$ cat config.mk
export PLATFORM = sky130hd
export DESIGN_NAME = ama_riscv_mem_wb_stage_flat
export DESIGN_NICKNAME = d
export VERILOG_FILES = /design/src/rtl/ama_riscv_mem_wb_stage_if.sv /design/src/rtl/ama_riscv_mem_wb_stage.sv /design/src/flat_wrapper.sv
export SDC_FILE = /design/constraint.sdc
export NUM_CORES = 1
export LEC_CHECK = 0
export CAP_MARGIN = 40
export CORE_ASPECT_RATIO = 1.1
export CORE_MARGIN = 5
export CORE_UTILIZATION = 34
export CTS_CLUSTER_DIAMETER = 40
export DETAILED_ROUTE_END_ITERATION = 8
export PLACE_DENSITY = 0.72
export SLEW_MARGIN = 10
export SYNTH_ARGS = -nofsm -noshare
export SYNTH_HDL_FRONTEND = slang
export SYNTH_SLANG_ARGS = --single-unit
$ cat constraint.sdc
create_clock -name clk -period 4.17 [get_ports clk]
set_clock_uncertainty 0.05 [all_clocks]
set_input_delay 0.6255 -clock clk [delete_from_list [all_inputs] [get_ports clk]]
set_output_delay 0.6255 -clock clk [all_outputs]
set_load 0.01 [all_outputs]
$ cat src/rtl/ama_riscv_mem_wb_stage_if.sv
// ----------------------------------------------------------------------------
// ama_riscv_mem_wb_stage_if
//   Bundle of EX/MEM inputs and MEM/WB outputs of the MEM/WB stage.
//   master : EX/MEM side (drives pipeline inputs, observes writeback outputs)
//   slave  : the MEM/WB stage itself
//   Inputs : clear_mem, pc_mem, alu_out_mem, dmem_read_data_mem,
//            load_sm_offset_mem, inst_mem, load_sm_en_mem, wb_sel_mem,
//            rd_addr_mem, reg_we_mem, csr_din_mem
//   Outputs: writeback, reg_we_out, rd_addr_out (zero latency),
//            writeback_wb, rd_addr_wb, reg_we_wb, inst_wb, pc_wb (registered),
//            tohost
// ----------------------------------------------------------------------------
interface ama_riscv_mem_wb_stage_if;
  logic        clear_mem;
  logic [31:0] pc_mem;
  logic [31:0] alu_out_mem;
  logic [31:0] dmem_read_data_mem;
  logic [1:0]  load_sm_offset_mem;
  logic [31:0] inst_mem;
  logic        load_sm_en_mem;
  logic [1:0]  wb_sel_mem;
  logic [4:0]  rd_addr_mem;
  logic        reg_we_mem;
  logic [31:0] csr_din_mem;

  logic [31:0] writeback;
  logic        reg_we_out;
  logic [4:0]  rd_addr_out;
  logic [31:0] writeback_wb;
  logic [4:0]  rd_addr_wb;
  logic        reg_we_wb;
  logic [31:0] inst_wb;
  logic [31:0] pc_wb;
  logic [31:0] tohost;

  modport master (
    output clear_mem, pc_mem, alu_out_mem, dmem_read_data_mem, load_sm_offset_mem,
           inst_mem, load_sm_en_mem, wb_sel_mem, rd_addr_mem, reg_we_mem, csr_din_mem,
    input  writeback, reg_we_out, rd_addr_out, writeback_wb, rd_addr_wb, reg_we_wb,
           inst_wb, pc_wb, tohost
  );

  modport slave (
    input  clear_mem, pc_mem, alu_out_mem, dmem_read_data_mem, load_sm_offset_mem,
           inst_mem, load_sm_en_mem, wb_sel_mem, rd_addr_mem, reg_we_mem, csr_din_mem,
    output writeback, reg_we_out, rd_addr_out, writeback_wb, rd_addr_wb, reg_we_wb,
           inst_wb, pc_wb, tohost
  );
endinterface

$ cat src/rtl/ama_riscv_mem_wb_stage.sv
// ----------------------------------------------------------------------------
// ama_riscv_mem_wb_stage
//   MEM/WB stage of the AMA-RISCV 5-stage core: load shift/mask, writeback
//   select mux, tohost CSR and the MEM/WB pipeline register.
//   Ports:
//     clk, rst  : core clock, synchronous active-high reset
//     mem_wb    : ama_riscv_mem_wb_stage_if.slave (EX/MEM in, writeback out)
//     cycle_cnt, instret_cnt : 64-bit perf counters (only with
//                              AMA_RISCV_PERF_CNT_EN defined)
//   Optional feature macro: AMA_RISCV_PERF_CNT_EN
//   The stage never stalls; clear_mem flushes the MEM/WB register and blocks
//   the CSR write and the retired-instruction count for that cycle.
// ----------------------------------------------------------------------------
module ama_riscv_mem_wb_stage #(
  parameter logic [11:0] TOHOST_ADDR = 12'h51E,
  parameter logic [31:0] RST_PC      = 32'h0
) (
  input  logic                     clk,
  input  logic                     rst,
  ama_riscv_mem_wb_stage_if.slave  mem_wb
`ifdef AMA_RISCV_PERF_CNT_EN
  ,
  output logic [63:0]              cycle_cnt,
  output logic [63:0]              instret_cnt
`endif
);

  localparam logic [6:0] OPC_SYSTEM = 7'b1110011;

  logic [2:0]  funct3;
  logic [7:0]  ld_byte;
  logic [15:0] ld_half;
  logic [31:0] load_data;
  logic [31:0] pc_plus4;
  logic [31:0] wb_data;
  logic        reg_we;
  logic        csr_hit;

  logic [31:0] writeback_wb_q, writeback_wb_d;
  logic [4:0]  rd_addr_wb_q,   rd_addr_wb_d;
  logic        reg_we_wb_q,    reg_we_wb_d;
  logic [31:0] inst_wb_q,      inst_wb_d;
  logic [31:0] pc_wb_q,        pc_wb_d;
  logic [31:0] tohost_q,       tohost_d;

  assign funct3 = mem_wb.inst_mem[14:12];

  // Byte lane picked by the full offset; halfword only by offset[1].
  always_comb begin
    ld_byte = mem_wb.dmem_read_data_mem[7:0];
    case (mem_wb.load_sm_offset_mem)
      2'd1:    ld_byte = mem_wb.dmem_read_data_mem[15:8];
      2'd2:    ld_byte = mem_wb.dmem_read_data_mem[23:16];
      2'd3:    ld_byte = mem_wb.dmem_read_data_mem[31:24];
      default: ld_byte = mem_wb.dmem_read_data_mem[7:0];
    endcase
  end

  assign ld_half = mem_wb.load_sm_offset_mem[1] ? mem_wb.dmem_read_data_mem[31:16]
                                                : mem_wb.dmem_read_data_mem[15:0];

  always_comb begin
    load_data = mem_wb.dmem_read_data_mem;
    if (mem_wb.load_sm_en_mem) begin
      case (funct3)
        3'b000:  load_data = {{24{ld_byte[7]}}, ld_byte};
        3'b100:  load_data = {24'h0, ld_byte};
        3'b001:  load_data = {{16{ld_half[15]}}, ld_half};
        3'b101:  load_data = {16'h0, ld_half};
        default: load_data = mem_wb.dmem_read_data_mem;
      endcase
    end
  end

  assign pc_plus4 = mem_wb.pc_mem + 32'd4;

  // CSR source reads the registered tohost, so a same-cycle CSR write is
  // not observed (read-before-write).
  always_comb begin
    wb_data = load_data;
    case (mem_wb.wb_sel_mem)
      2'd0:    wb_data = load_data;
      2'd1:    wb_data = mem_wb.alu_out_mem;
      2'd2:    wb_data = pc_plus4;
      default: wb_data = tohost_q;
    endcase
  end

  assign reg_we = mem_wb.reg_we_mem & (mem_wb.rd_addr_mem != 5'd0);

  assign mem_wb.writeback   = wb_data;
  assign mem_wb.reg_we_out  = reg_we;
  assign mem_wb.rd_addr_out = mem_wb.rd_addr_mem;

  assign csr_hit = (mem_wb.inst_mem[6:0] == OPC_SYSTEM) &&
                   (mem_wb.inst_mem[31:20] == TOHOST_ADDR) &&
                   !mem_wb.clear_mem;

  always_comb begin
    tohost_d = tohost_q;
    if (csr_hit) begin
      case (funct3)
        3'b001:  tohost_d = mem_wb.csr_din_mem;
        3'b101:  tohost_d = {27'h0, mem_wb.inst_mem[19:15]};
        default: tohost_d = tohost_q;
      endcase
    end
  end

  always_comb begin
    writeback_wb_d = wb_data;
    rd_addr_wb_d   = mem_wb.rd_addr_mem;
    reg_we_wb_d    = reg_we;
    inst_wb_d      = mem_wb.inst_mem;
    pc_wb_d        = mem_wb.pc_mem;
    if (mem_wb.clear_mem) begin
      writeback_wb_d = 32'h0;
      rd_addr_wb_d   = 5'd0;
      reg_we_wb_d    = 1'b0;
      inst_wb_d      = 32'h0;
      pc_wb_d        = RST_PC;
    end
  end

  always_ff @(posedge clk) begin
    if (rst) begin
      writeback_wb_q <= 32'h0;
      rd_addr_wb_q   <= 5'd0;
      reg_we_wb_q    <= 1'b0;
      inst_wb_q      <= 32'h0;
      pc_wb_q        <= RST_PC;
      tohost_q       <= 32'h0;
    end else begin
      writeback_wb_q <= writeback_wb_d;
      rd_addr_wb_q   <= rd_addr_wb_d;
      reg_we_wb_q    <= reg_we_wb_d;
      inst_wb_q      <= inst_wb_d;
      pc_wb_q        <= pc_wb_d;
      tohost_q       <= tohost_d;
    end
  end

  assign mem_wb.writeback_wb = writeback_wb_q;
  assign mem_wb.rd_addr_wb   = rd_addr_wb_q;
  assign mem_wb.reg_we_wb    = reg_we_wb_q;
  assign mem_wb.inst_wb      = inst_wb_q;
  assign mem_wb.pc_wb        = pc_wb_q;
  assign mem_wb.tohost       = tohost_q;

`ifdef AMA_RISCV_PERF_CNT_EN
  logic [63:0] cycle_cnt_q,   cycle_cnt_d;
  logic [63:0] instret_cnt_q, instret_cnt_d;

  // A zero instruction word is a bubble and does not retire.
  always_comb begin
    cycle_cnt_d   = cycle_cnt_q + 64'd1;
    instret_cnt_d = instret_cnt_q;
    if ((mem_wb.inst_mem != 32'h0) && !mem_wb.clear_mem)
      instret_cnt_d = instret_cnt_q + 64'd1;
  end

  always_ff @(posedge clk) begin
    if (rst) begin
      cycle_cnt_q   <= 64'h0;
      instret_cnt_q <= 64'h0;
    end else begin
      cycle_cnt_q   <= cycle_cnt_d;
      instret_cnt_q <= instret_cnt_d;
    end
  end

  assign cycle_cnt   = cycle_cnt_q;
  assign instret_cnt = instret_cnt_q;
`endif

endmodule

$ cat src/flat_wrapper.sv
// flat-port wrapper written by rule: the top's interface ports become plain ports
module ama_riscv_mem_wb_stage_flat 
#(
  parameter logic [11:0] TOHOST_ADDR = 12'h51E,
  parameter logic [31:0] RST_PC      = 32'h0
)
  (clk, rst, mem_wb_clear_mem, mem_wb_pc_mem, mem_wb_alu_out_mem, mem_wb_dmem_read_data_mem, mem_wb_load_sm_offset_mem, mem_wb_inst_mem, mem_wb_load_sm_en_mem, mem_wb_wb_sel_mem, mem_wb_rd_addr_mem, mem_wb_reg_we_mem, mem_wb_csr_din_mem, mem_wb_writeback, mem_wb_reg_we_out, mem_wb_rd_addr_out, mem_wb_writeback_wb, mem_wb_rd_addr_wb, mem_wb_reg_we_wb, mem_wb_inst_wb, mem_wb_pc_wb, mem_wb_tohost);
  ama_riscv_mem_wb_stage_if mem_wb_i ();
  input  logic clk;
  input  logic rst;
  input wire logic [$bits(mem_wb_i.clear_mem)-1:0] mem_wb_clear_mem;
  input wire logic [$bits(mem_wb_i.pc_mem)-1:0] mem_wb_pc_mem;
  input wire logic [$bits(mem_wb_i.alu_out_mem)-1:0] mem_wb_alu_out_mem;
  input wire logic [$bits(mem_wb_i.dmem_read_data_mem)-1:0] mem_wb_dmem_read_data_mem;
  input wire logic [$bits(mem_wb_i.load_sm_offset_mem)-1:0] mem_wb_load_sm_offset_mem;
  input wire logic [$bits(mem_wb_i.inst_mem)-1:0] mem_wb_inst_mem;
  input wire logic [$bits(mem_wb_i.load_sm_en_mem)-1:0] mem_wb_load_sm_en_mem;
  input wire logic [$bits(mem_wb_i.wb_sel_mem)-1:0] mem_wb_wb_sel_mem;
  input wire logic [$bits(mem_wb_i.rd_addr_mem)-1:0] mem_wb_rd_addr_mem;
  input wire logic [$bits(mem_wb_i.reg_we_mem)-1:0] mem_wb_reg_we_mem;
  input wire logic [$bits(mem_wb_i.csr_din_mem)-1:0] mem_wb_csr_din_mem;
  output wire logic [$bits(mem_wb_i.writeback)-1:0] mem_wb_writeback;
  output wire logic [$bits(mem_wb_i.reg_we_out)-1:0] mem_wb_reg_we_out;
  output wire logic [$bits(mem_wb_i.rd_addr_out)-1:0] mem_wb_rd_addr_out;
  output wire logic [$bits(mem_wb_i.writeback_wb)-1:0] mem_wb_writeback_wb;
  output wire logic [$bits(mem_wb_i.rd_addr_wb)-1:0] mem_wb_rd_addr_wb;
  output wire logic [$bits(mem_wb_i.reg_we_wb)-1:0] mem_wb_reg_we_wb;
  output wire logic [$bits(mem_wb_i.inst_wb)-1:0] mem_wb_inst_wb;
  output wire logic [$bits(mem_wb_i.pc_wb)-1:0] mem_wb_pc_wb;
  output wire logic [$bits(mem_wb_i.tohost)-1:0] mem_wb_tohost;
  assign mem_wb_i.clear_mem = mem_wb_clear_mem;
  assign mem_wb_i.pc_mem = mem_wb_pc_mem;
  assign mem_wb_i.alu_out_mem = mem_wb_alu_out_mem;
  assign mem_wb_i.dmem_read_data_mem = mem_wb_dmem_read_data_mem;
  assign mem_wb_i.load_sm_offset_mem = mem_wb_load_sm_offset_mem;
  assign mem_wb_i.inst_mem = mem_wb_inst_mem;
  assign mem_wb_i.load_sm_en_mem = mem_wb_load_sm_en_mem;
  assign mem_wb_i.wb_sel_mem = mem_wb_wb_sel_mem;
  assign mem_wb_i.rd_addr_mem = mem_wb_rd_addr_mem;
  assign mem_wb_i.reg_we_mem = mem_wb_reg_we_mem;
  assign mem_wb_i.csr_din_mem = mem_wb_csr_din_mem;
  assign mem_wb_writeback = mem_wb_i.writeback;
  assign mem_wb_reg_we_out = mem_wb_i.reg_we_out;
  assign mem_wb_rd_addr_out = mem_wb_i.rd_addr_out;
  assign mem_wb_writeback_wb = mem_wb_i.writeback_wb;
  assign mem_wb_rd_addr_wb = mem_wb_i.rd_addr_wb;
  assign mem_wb_reg_we_wb = mem_wb_i.reg_we_wb;
  assign mem_wb_inst_wb = mem_wb_i.inst_wb;
  assign mem_wb_pc_wb = mem_wb_i.pc_wb;
  assign mem_wb_tohost = mem_wb_i.tohost;
  ama_riscv_mem_wb_stage #(.TOHOST_ADDR(TOHOST_ADDR), .RST_PC(RST_PC)) u_core (.clk(clk), .rst(rst), .mem_wb(mem_wb_i));
endmodule
Word level (Yosys, flattened, before mapping):

Cells that the tools add are included.

* output and inout port bits: 172
* word-level logic and storage cells: 33
* input bits: 174
* register bits: 134

* reductions and logical operators: 9
* bitwise logic cells: 1
* equality and inequality tests: 10
* muxes and demuxes: 6
* $add $sub $neg: 1

Operators with widths (number)
* 32-bit one-hot mux with 4 select lines: 1
* 32-bit one-hot mux with 3 select lines: 1
* 32-bit one-hot mux with 2 select lines: 1
* 32-bit by 3-bit adder with 32-bit output (second input constant): 1
* 32-bit two-way mux: 1
* 8-bit one-hot mux with 3 select lines: 1
* 16-bit two-way mux: 1
* 12-bit by 11-bit equality test with 1-bit output (second input constant): 1
* 7-bit equality test (second input constant): 1
* 2-bit equality test (second input constant): 3
* 3-bit equality test (second input constant): 2
* 5-bit nonzero test: 1
* 2-bit by 1-bit equality test with 1-bit output (second input constant): 2
* 3-bit by 1-bit equality test with 1-bit output (second input constant): 1
* 3-bit zero test: 1
* 1-bit logical AND: 2
* 2-bit zero test: 1
* 2-bit AND reduction: 1
* 2-bit nonzero test: 1
* 2-bit OR reduction: 1
* 1-bit AND: 1
* 1-bit zero test: 1

Longest topological paths before layout:

Gate-level depths: netlist of run 1.

* depth in word-level cells: 5
* gate-level depth with buffers: 8
* mapped depth without buffers: 6

Worst setup path before layout of run 1:

No wires, ideal clock.

* path kind: input-to-output
* start: input port mem_wb_load_sm_offset_mem[1]
* end: output port mem_wb_writeback[23]
* data required time: 3494 ps
* path buffers: 1
* cell stages on the path: 6
* data arrival time: 2137 ps
* setup slack: 1357 ps
* cell sequence: buf_6 > mux4_2 > a221oi_2 > nand2_1 > a32oi_1 > nand2_1

* word-level cells in the longest chain between the ends: 5
* elaborated cells on any way between the ends: 8
* classes of those cells: eq/ne (3); mux (5)

RTL lines
* start: declaration: RTL line flat_wrapper.sv:15 `input wire logic [$bits(mem_wb_i.load_sm_offset_mem)-1:0] mem_wb_load_sm_offset_mem;`
* 2-bit equality test / 2-bit by 1-bit equality test with 1-bit output (equally long branches): RTL line ama_riscv_mem_wb_stage.sv:51 `case (mem_wb.load_sm_offset_mem)`
* 8-bit one-hot mux with 3 select lines: RTL line ama_riscv_mem_wb_stage.sv:51
* 32-bit one-hot mux with 4 select lines *: RTL line ama_riscv_mem_wb_stage.sv:65 `case (funct3)`
* 32-bit two-way mux *: RTL line ama_riscv_mem_wb_stage.sv:64 `if (mem_wb.load_sm_en_mem) begin`
* 32-bit one-hot mux with 3 select lines *: RTL line ama_riscv_mem_wb_stage.sv:81 `case (mem_wb.wb_sel_mem)`
* end: declaration: RTL line flat_wrapper.sv:22 `output wire logic [$bits(mem_wb_i.writeback)-1:0] mem_wb_writeback;`

Mark *: on every way between the ends. The rest lies on a longest branch, timed or not.

Final worst setup path of run 1:

* start: input port mem_wb_load_sm_offset_mem[1]
* end: output port mem_wb_writeback[18]

The elaborated chain is that of the path after synthesis.

==> results of run 1 <==
## through the flow
stage	area [um2]	hold WS [ns]
final	10700	0.424
after global routing	10700	0.447
after floorplan	6390	0.433
after global placement	10100	0.398
after detailed placement	10200	0.415
after CTS	10700	0.427
## state kept, by name (all words and copies together), names as in the netlist
signal,cells
u_core.mem_wb.tohost,32
u_core.mem_wb.rd_addr_wb,5
u_core.mem_wb.reg_we_wb,1
u_core.mem_wb.inst_wb,32
u_core.mem_wb.pc_wb,32
u_core.mem_wb.writeback_wb,32
## worst max-delay path, cell delays in order
cell,delay (ns)
clkdlybuf4s50_1,0.50
mux4_2,0.59
a22oi_2,0.29
nor3_1,0.11
a222oi_1,0.53
nand2_1,0.11
clkdlybuf4s50_1,0.54
## power by group through the flow
stage / clock (mW) / combinational [mW] / sequential (mW)
global placement: 0 / 0.686 / 1.36
detailed placement: 0 / 0.691 / 1.36
floorplan: 0 / 0.236 / 1.38
CTS: 1.43 / 0.695 / 1.33
finish: 1.42 / 0.698 / 1.33
global route: 1.51 / 0.738 / 1.33
## kinds of logic after synthesis
| group | after synthesis | share of synthesized area (%) |
|---|---|---|
| AO/OA/AOI/OAI | 164 | 17.2 |
| XOR/XNOR | 10 | 1.37 |
| adder cells (fa/ha/maj) | 1 | 0.196 |
| buffers and inverters | 75 | 5.07 |
| flip-flops | 134 | 42.0 |
| multiplexers | 27 | 4.93 |
| AND/OR/NAND/NOR | 353 | 29.3 |
## worst paths after layout
path	cells past startpoint	slack, ns	start	end
max	7	0.18	mem_wb_load_sm_offset_mem[1]	mem_wb_writeback[18]
min	2	0.42	u_core.mem_wb.tohost[25]	u_core.mem_wb.tohost[25]
max reg2reg	3	2.81	u_core.mem_wb.tohost[10]	u_core.mem_wb.writeback_wb[10]
min reg2reg	2	0.42	u_core.mem_wb.tohost[25]	u_core.mem_wb.tohost[25]
## cells in the mapped netlist, types with 6 or more instances
| master | n |
|---|---|
| o221ai_1 | 6 |
| and4_1 | 6 |
| mux2_2 | 6 |
| xnor2_1 | 7 |
| a31oi_1 | 9 |
| o21ai_0 | 29 |
| buf_2 | 13 |
| mux2i_1 | 18 |
| nor2b_1 | 8 |
| o22ai_1 | 9 |
| a211oi_1 | 7 |
| and2_1 | 81 |
| a21oi_1 | 44 |
| dfxtp_1 | 134 |
| nand2_1 | 88 |
| nor3_1 | 9 |
| a211o_1 | 6 |
| nand2b_1 | 12 |
| nor4_1 | 12 |
| clkbuf_1 | 42 |
| nand4_1 | 7 |
| nand3_1 | 50 |
| inv_1 | 11 |
| or3_1 | 6 |
| nor2_1 | 49 |
## area by class of cell
type                    count  area [um2]
well taps                 243         304
flip-flops and latches    134        2680
clock buffers              20         457
multi-input cells         555        3400
inverters                  11        41.3
repair buffers            380        3740
fillers                  1727        7750
diodes                      2        5.00
clock inverters            12        93.8
## layer usage
metal / wire [um] / up-vias / global-route usage, %
met5: 11 / - / 0
met4: 400 / 2 / 6.14
met3: 2710 / 27 / 8.05
met2: 14200 / 346 / 43.3
met1: 12200 / 3291 / 33.8
li1: - / 3382 / -
==> results.ini, run 1 <==
[detailed_routing]
vias_per_cell = 5.19
dr.pass1.iters = 5
num_vias = 7048
drt_iter0_markers = 538
finalWirelength_um = 29500
drt_drc_violations_left = 0
ant_nets = 0
detail_route.wl_per_cell_um = 21.8

[sta]
timing.fmax_mhz = 251
max-slew-margin-rel_pct = 59.5
setup_ws_ns = 0.184
rsz0062_at_grt = no
drv_slew = 0
period_share_pct = 95.6
worstMarginPinSlew_ns = 0.599
finalSetupViolCount = 0
fin_tns_setup_ns = 0
period_minus_slack_ns = 3.99
final-hold-violation-count = 0

[die]
core_um2 = 18500
io_pins = 346
die_w_um = 141
die_h_um = 154
die_area_um2 = 21700
initial_utilization_pct = 34.6
rows = 52

[yosys]
async_flop_share_pct = 0
synth_ff_type = dfxtp_1
synth.yosys.seq_area_share_pct = 42.0
synth_area_leaders = dfxtp_1, and2_1, nand2_1
synth_seq_cells = 134
ys_types = 67
synth_edf_count = 0
synth.net_count = 939
avgSynthCellArea_um2 = 8.37
ys_warn_count = 0
netlist_instances = 764
synth.top_cell.area_share_pct = 42.0
synth_top_cell_by_area = dfxtp_1
syn-cell-area_um2 = 6390

[clocking]
cts_htree_levels = 4
insertion_delay_ns = 0.43
cts_buffers = 17
ctsHoldBuffers = 0
cts.sinks = 134
clock_path_buffers = 2
cts_resized = 0
root_buffer = clkbuf_16
cts_tree = built
clkTransAtPathRegs_ns = 0.06
cts_setup_buffers = 0

[power]
p_leak_nw = 4.03
switching_share_pct = 27.5
power.switching_uw = 947
ir_drop_mv = 0.276
p_total_mw = 3.45
power_frac_clock_pct = 41.1
intPower_mw = 2.50
pwr-share-comb_pct = 20.2
pwr-share-seq_pct = 38.6
power-per-cell-area_nw_per_um2 = 321

[setup_path]
cp.arrival_ns = 3.31
cp_max_fo = 5
criticalPathCategory = input pin to primary output
cp-end-kind = primary output
cp_data_required_time_ns = 3.49
cp-start-kind = input pin

[grt]
grt-ovfl-total = 0
grt_pass1_wl_um = 43100
grt_antenna_before_repair = 3
grt_start_max_net_pins = 44
grt_pass1_vias = 6804
grt.total_usage_pct = 26.3

[final_layout]
drive_gt1_share_pct = 8.18
layout_commonest_cell = clkdlybuf4s50_1
nets = 1274
layout_common_cells = clkdlybuf4s50_1, dfxtp_1, nand2_1
fin_cells = 1357
area.growth.synth_to_final_pct = 67.7
postLayoutCoreUtil_pct = 58.0

[placed_design]
place_congestion = 0.913
dp.cells = 1323
preCtsSetupSlack_ns = 0.218
port_buffers = 345
place_hpwl_um = 23700

[run_status]
outcome = finished clean

[worst_hold_path]
hp-class = flop to flop

[job]
drv_cap = 0

Note: power is estimated with default switching activity, not from simulation.
==> inputs of run 2 (changes only) <==
Settings changed: GPL_TIMING_DRIVEN set to 0, SLEW_MARGIN 10 to 5.
==> run 2 against run 1 <==
Non-clock buffer count rose by 22; wire length rose by 4.4%; count of clock-buffer cells in the layout fell by 1; highest routed layer unchanged; sequential power barely moved; critical endpoint is now mem_wb_writeback[30]; flip-flop and latch count did not move; critical path depth rose by 1.
==> results.ini, run 2 (synthesis gave the netlist of run 1 again) <==
[power]
power_frac_clock_pct = 43.2
pwr-share-seq_pct = 37.4
pwr-share-comb_pct = 19.5
power.switching_uw = 923
p_leak_nw = 4.01
power-per-cell-area_nw_per_um2 = 333
ir_drop_mv = 0.290
switching_share_pct = 25.9
p_total_mw = 3.57
intPower_mw = 2.64

[setup_path]
ff2ff_setup_slack_ns = 2.83
reg2reg_to = u_core.mem_wb.writeback_wb[18]
cp-start-kind = input pin
cp-end-kind = primary output
cp.arrival_ns = 3.40
criticalPathCategory = input pin to primary output
cp_slowest_cell = clkdlybuf4s50_1
max_stage_delay_ns = 0.60
cp_cell_sequence = clkdlybuf4s50_1 -> ha_1 -> nand4_1 -> nor3_2 -> nand3_1 -> or3_1 -> nand3_1 -> clkdlybuf4s50_1
cp_data_required_time_ns = 3.49
reg2reg_from = u_core.mem_wb.tohost[18]
cp_max_fo = 7
worst-r2r-cell-count = 2

[final_layout]
fin_cells = 1377
layout_common_cells = clkdlybuf4s50_1, dfxtp_1, nand2_1
multiInputGateArea_um2 = 3400
drive_gt1_share_pct = 7.06
layout_commonest_cell = clkdlybuf4s50_1
regArea_um2 = 2680
nFillCells = 1694
postLayoutCoreUtil_pct = 58.0
area.growth.synth_to_final_pct = 67.7
nets = 1296

[run_status]
outcome = finished clean

[placed_design]
place_congestion = 0.941
port_buffers = 340
dp.cells = 1347
place_hpwl_um = 25000

[clocking]
cts.sinks = 134
cts_htree_levels = 4
ctsHoldBuffers = 0
insertion_delay_ns = 0.43
clkTransAtPathRegs_ns = 0.06
cts_tree = built
cts_buffers = 17
root_buffer = clkbuf_16
clock_path_buffers = 2

[die]
die_w_um = 141
initial_utilization_pct = 34.6
die_h_um = 154
rows = 52
die_area_um2 = 21700
core_um2 = 18500
io_pins = 346

[sta]
finalSetupViolCount = 0
worstMarginPinSlew_ns = 0.885
max-slew-margin-rel_pct = 40.8
timing.fmax_mhz = 245
period_share_pct = 97.7
fin_tns_setup_ns = 0
drv_slew = 0
period_minus_slack_ns = 4.08
final-hold-violation-count = 0
rsz0062_at_grt = yes

[job]
drv_cap = 0

[grt]
grt_antenna_before_repair = 4
grt_pass1_wl_um = 44200
grt-ovfl-total = 0
grt.total_usage_pct = 27.4
grt_start_max_net_pins = 17
grt_pass1_vias = 6843

[detailed_routing]
finalWirelength_um = 30900
detail_route.wl_per_cell_um = 22.4
drt_iter0_markers = 793
ant_nets = 0
num_vias = 7255
drt_drc_violations_left = 0
dr.pass1.iters = 7
vias_per_cell = 5.27

[worst_hold_path]
hp-start = u_core.mem_wb.tohost[9]
hold_depth = 2
hold_end = u_core.mem_wb.tohost[9]
hp-class = flop to flop

[run 2: worst max-delay path by stage]
| stage | from | end | slack (ns) |
|---|---|---|---|
| after global placement | mem_wb_wb_sel_mem[1] | mem_wb_writeback[11] | -0.20 |
| final | mem_wb_pc_mem[2] | mem_wb_writeback[30] | 0.09 |
| after detailed placement | mem_wb_wb_sel_mem[1] | mem_wb_writeback[11] | -0.25 |
| after floorplan | mem_wb_load_sm_offset_mem[1] | mem_wb_writeback[23] | 1.36 |
| after CTS | mem_wb_wb_sel_mem[0] | mem_wb_writeback[18] | 0.07 |
| after global routing | mem_wb_pc_mem[2] | mem_wb_writeback[30] | -0.02 |
[run 2: metal layers]
layer	vias to the layer above	wire length [um]	track usage, %
li1	3422	-	-
met5	-	27	0
met1	3325	12300	34.9
met3	77	3080	7.52
met4	4	1050	9.74
met2	427	14400	44.5
[run 2: what timing repair did]
action | 4_1_cts | 5_1_grt
cloned | 0 | 0
resized for setup | 4 | 8
setup endpoints to repair | 11 | 16
setup buffers | 0 | 0
[run 2: cell type report]
type	instances	area share (%)
clock buffer	19	4.13
sequential	134	25.0
clock inverter	12	1.44
multi-input combinational	555	31.8
tap	243	2.84
inverter	11	0.385
antenna	1	0.0233
buffer	62	2.64
timing repair buffer	340	31.8
[run 2: stage by stage]
stage	worst slack [ns]	hold WS, ns	instance area (um2)
after floorplan	1.36	0.433	6390
after global placement	-0.202	0.402	10100
after detailed placement	-0.251	0.412	10100
after CTS	0.0680	0.418	10700
after global routing	-0.0210	0.430	10700
final	0.0946	0.418	10700
[run 2: power by group through the flow]
stage / clock, mW / sequential (mW) / combinational, mW
final: 1.54 / 1.33 / 0.694
after global routing: 1.62 / 1.33 / 0.733
after CTS: 1.56 / 1.33 / 0.687
after detailed placement: 0 / 1.36 / 0.683
after global placement: 0 / 1.36 / 0.681
after floorplan: 0 / 1.38 / 0.236
[run 2: worst max-delay path: cells and delay by family]
family	cells	cell delay [ns]
simple gates	5	1.38
buf+inv	2	1.14
fa+ha+maj	1	0.25
==> inputs of run 3 (changes only) <==
Settings changed: PLACE_DENSITY 0.72 to 0.74.
Clock period 4.17 ns to 3.3 ns, I/O delays scaled along.
==> run 3 against run 2 <==
The run now ends with negative setup slack left; via count increased by 3.6%; cell count increased by 2.0%; non-clock buffer count increased by 25; global-route usage increased by 0.93 points; wire length increased by 3.3%; worst setup slack got worse by 0.14 ns; total power increased by 29%; utilization increased by 2.6 points; worst hold slack got worse by 0.082 ns.
==> results.ini, run 3 (synthesis gave the netlist of run 1 again) <==
[run_status]
outcome = complete, but fails checks
violations = negative setup slack

[grt]
grt_pass1_vias = 7318
grt-ovfl-total = 0
grt_pass1_wl_um = 46300
grt_antenna_before_repair = 3
grt.total_usage_pct = 28.3
grt_start_max_net_pins = 17

[die]
die_area_um2 = 21700
core_um2 = 18500
rows = 52
io_pins = 346
die_w_um = 141
initial_utilization_pct = 34.6
die_h_um = 154

[setup_path]
cp.arrival_ns = 2.80
cp-start-kind = input pin
cp-end-kind = primary output
reg2reg_to = u_core.mem_wb.writeback_wb[9]
ff2ff_setup_slack_ns = 2.01
cp_max_fo = 10
cp_data_required_time_ns = 2.75
criticalPathCategory = input pin to primary output
reg2reg_from = u_core.mem_wb.tohost[9]
worst-r2r-cell-count = 3

[clocking]
cts_buffers = 17
ctsHoldBuffers = 0
root_buffer = clkbuf_16
clock_path_buffers = 2
cts_htree_levels = 4
insertion_delay_ns = 0.43
clkTransAtPathRegs_ns = 0.06
cts.sinks = 134
cts_tree = built

[sta]
worstMarginPinSlew_ns = 0.826
drv_slew = 0
finalSetupViolCount = 1
period_minus_slack_ns = 3.34
final-hold-violation-count = 0
fin_tns_setup_ns = -0.0417
rsz0062_at_grt = yes
period_share_pct = 101
timing.fmax_mhz = 299
setup_ws_ns = -0.0417
max-slew-margin-rel_pct = 44.7

[final_layout]
layout_commonest_cell = clkdlybuf4s50_1
final_area_um2 = 11200
postLayoutCoreUtil_pct = 60.7
area.growth.synth_to_final_pct = 75.3
nets = 1321
fin_cells = 1405
drive_gt1_share_pct = 13.2
layout_common_cells = clkdlybuf4s50_1, dfxtp_1, nand2_1

[detailed_routing]
num_vias = 7513
dr.pass1.iters = 5
finalWirelength_um = 31900
detail_route.wl_per_cell_um = 22.7
vias_per_cell = 5.35
drt_iter0_markers = 745
ant_nets = 0
drt_drc_violations_left = 0

[placed_design]
place_hpwl_um = 25300
place_area_um2 = 10100
preCtsSetupSlack_ns = -0.879
dp.cells = 1347
port_buffers = 340
place_congestion = 0.922

[worst_hold_path]
hp-start = mem_wb_pc_mem[16]
hold_end = u_core.mem_wb.pc_wb[16]
hold_depth = 3
hp-class = input pin to flop

[power]
p_leak_nw = 4.35
ir_drop_mv = 0.358
power-per-cell-area_nw_per_um2 = 410

[job]
drv_cap = 0

## run 3: cell count changes in the layout (fill, tap and decap cells not counted), sizes merged
cell,change
diode,+2
clkdlybuf4s50,-44
dlymetal6s2s,+5
clkdlybuf4s15,+5
dlygate4sd2,+33
inv,+1
clkbuf,-1
buf,+26
clkinv,+1
## run 3: critical path, cell delays in order
cell	delay, ns
clkdlybuf4s50_1	0.50
buf_4	0.23
nand2b_1	0.17
clkbuf_1	0.46
nor2_1	0.11
mux2i_2	0.24
nand2_1	0.09
clkdlybuf4s50_1	0.49
## run 3: area by class of cell
cell class | instances | area [um2]
tap | 243 | 304
buffer | 63 | 363
timing repair buffer | 364 | 3560
multi-input combinational | 555 | 3640
inverter | 11 | 41.3
clock buffer | 18 | 439
antenna | 3 | 7.51
fill | 1702 | 7270
clock inverter | 14 | 175
sequential | 134 | 2680
## run 3: where the power goes
group          switching (mW)  internal [mW]  leakage [nW]
Sequential             0.0128           1.67          1.09
Clock                   0.778           1.21         0.293
Combinational           0.440          0.477          2.96
## run 3: how the worst max path moves through the flow
stage	start	to	slack, ns	depth (start not counted)
final	mem_wb_wb_sel_mem[0]	mem_wb_writeback[31]	-0.04	8
after global placement	mem_wb_wb_sel_mem[1]	mem_wb_writeback[11]	-0.89	8
after CTS	mem_wb_wb_sel_mem[1]	mem_wb_writeback[11]	-0.02	8
after detailed placement	mem_wb_wb_sel_mem[1]	mem_wb_writeback[11]	-0.88	8
after floorplan	mem_wb_load_sm_offset_mem[1]	mem_wb_writeback[23]	0.75	6
after global routing	mem_wb_wb_sel_mem[0]	mem_wb_writeback[31]	-0.06	8
## run 3: through the flow
step                      hold WS (ns)  power (mW)
final                            0.336        4.59
after detailed placement         0.406        2.58
after global routing             0.351        4.73
after CTS                        0.413        4.59
after global placement           0.400        2.58
after floorplan                  0.433        2.04
## run 3: layer usage
metal	vias to the layer above	GRT usage (%)	part of all wire [%]
li1	3494	-	-
met1	3521	35.1	40
met2	413	46.8	48
met3	81	7.77	9.1
met4	4	10.8	3.7
met5	-	0	0.060
## run 3: repair_timing
item	in CTS	in global routing
setup buffers	20	3
setup endpoints to repair	32	14
pin swaps	9	9
gates resized for setup	115	38
cloned	1	0
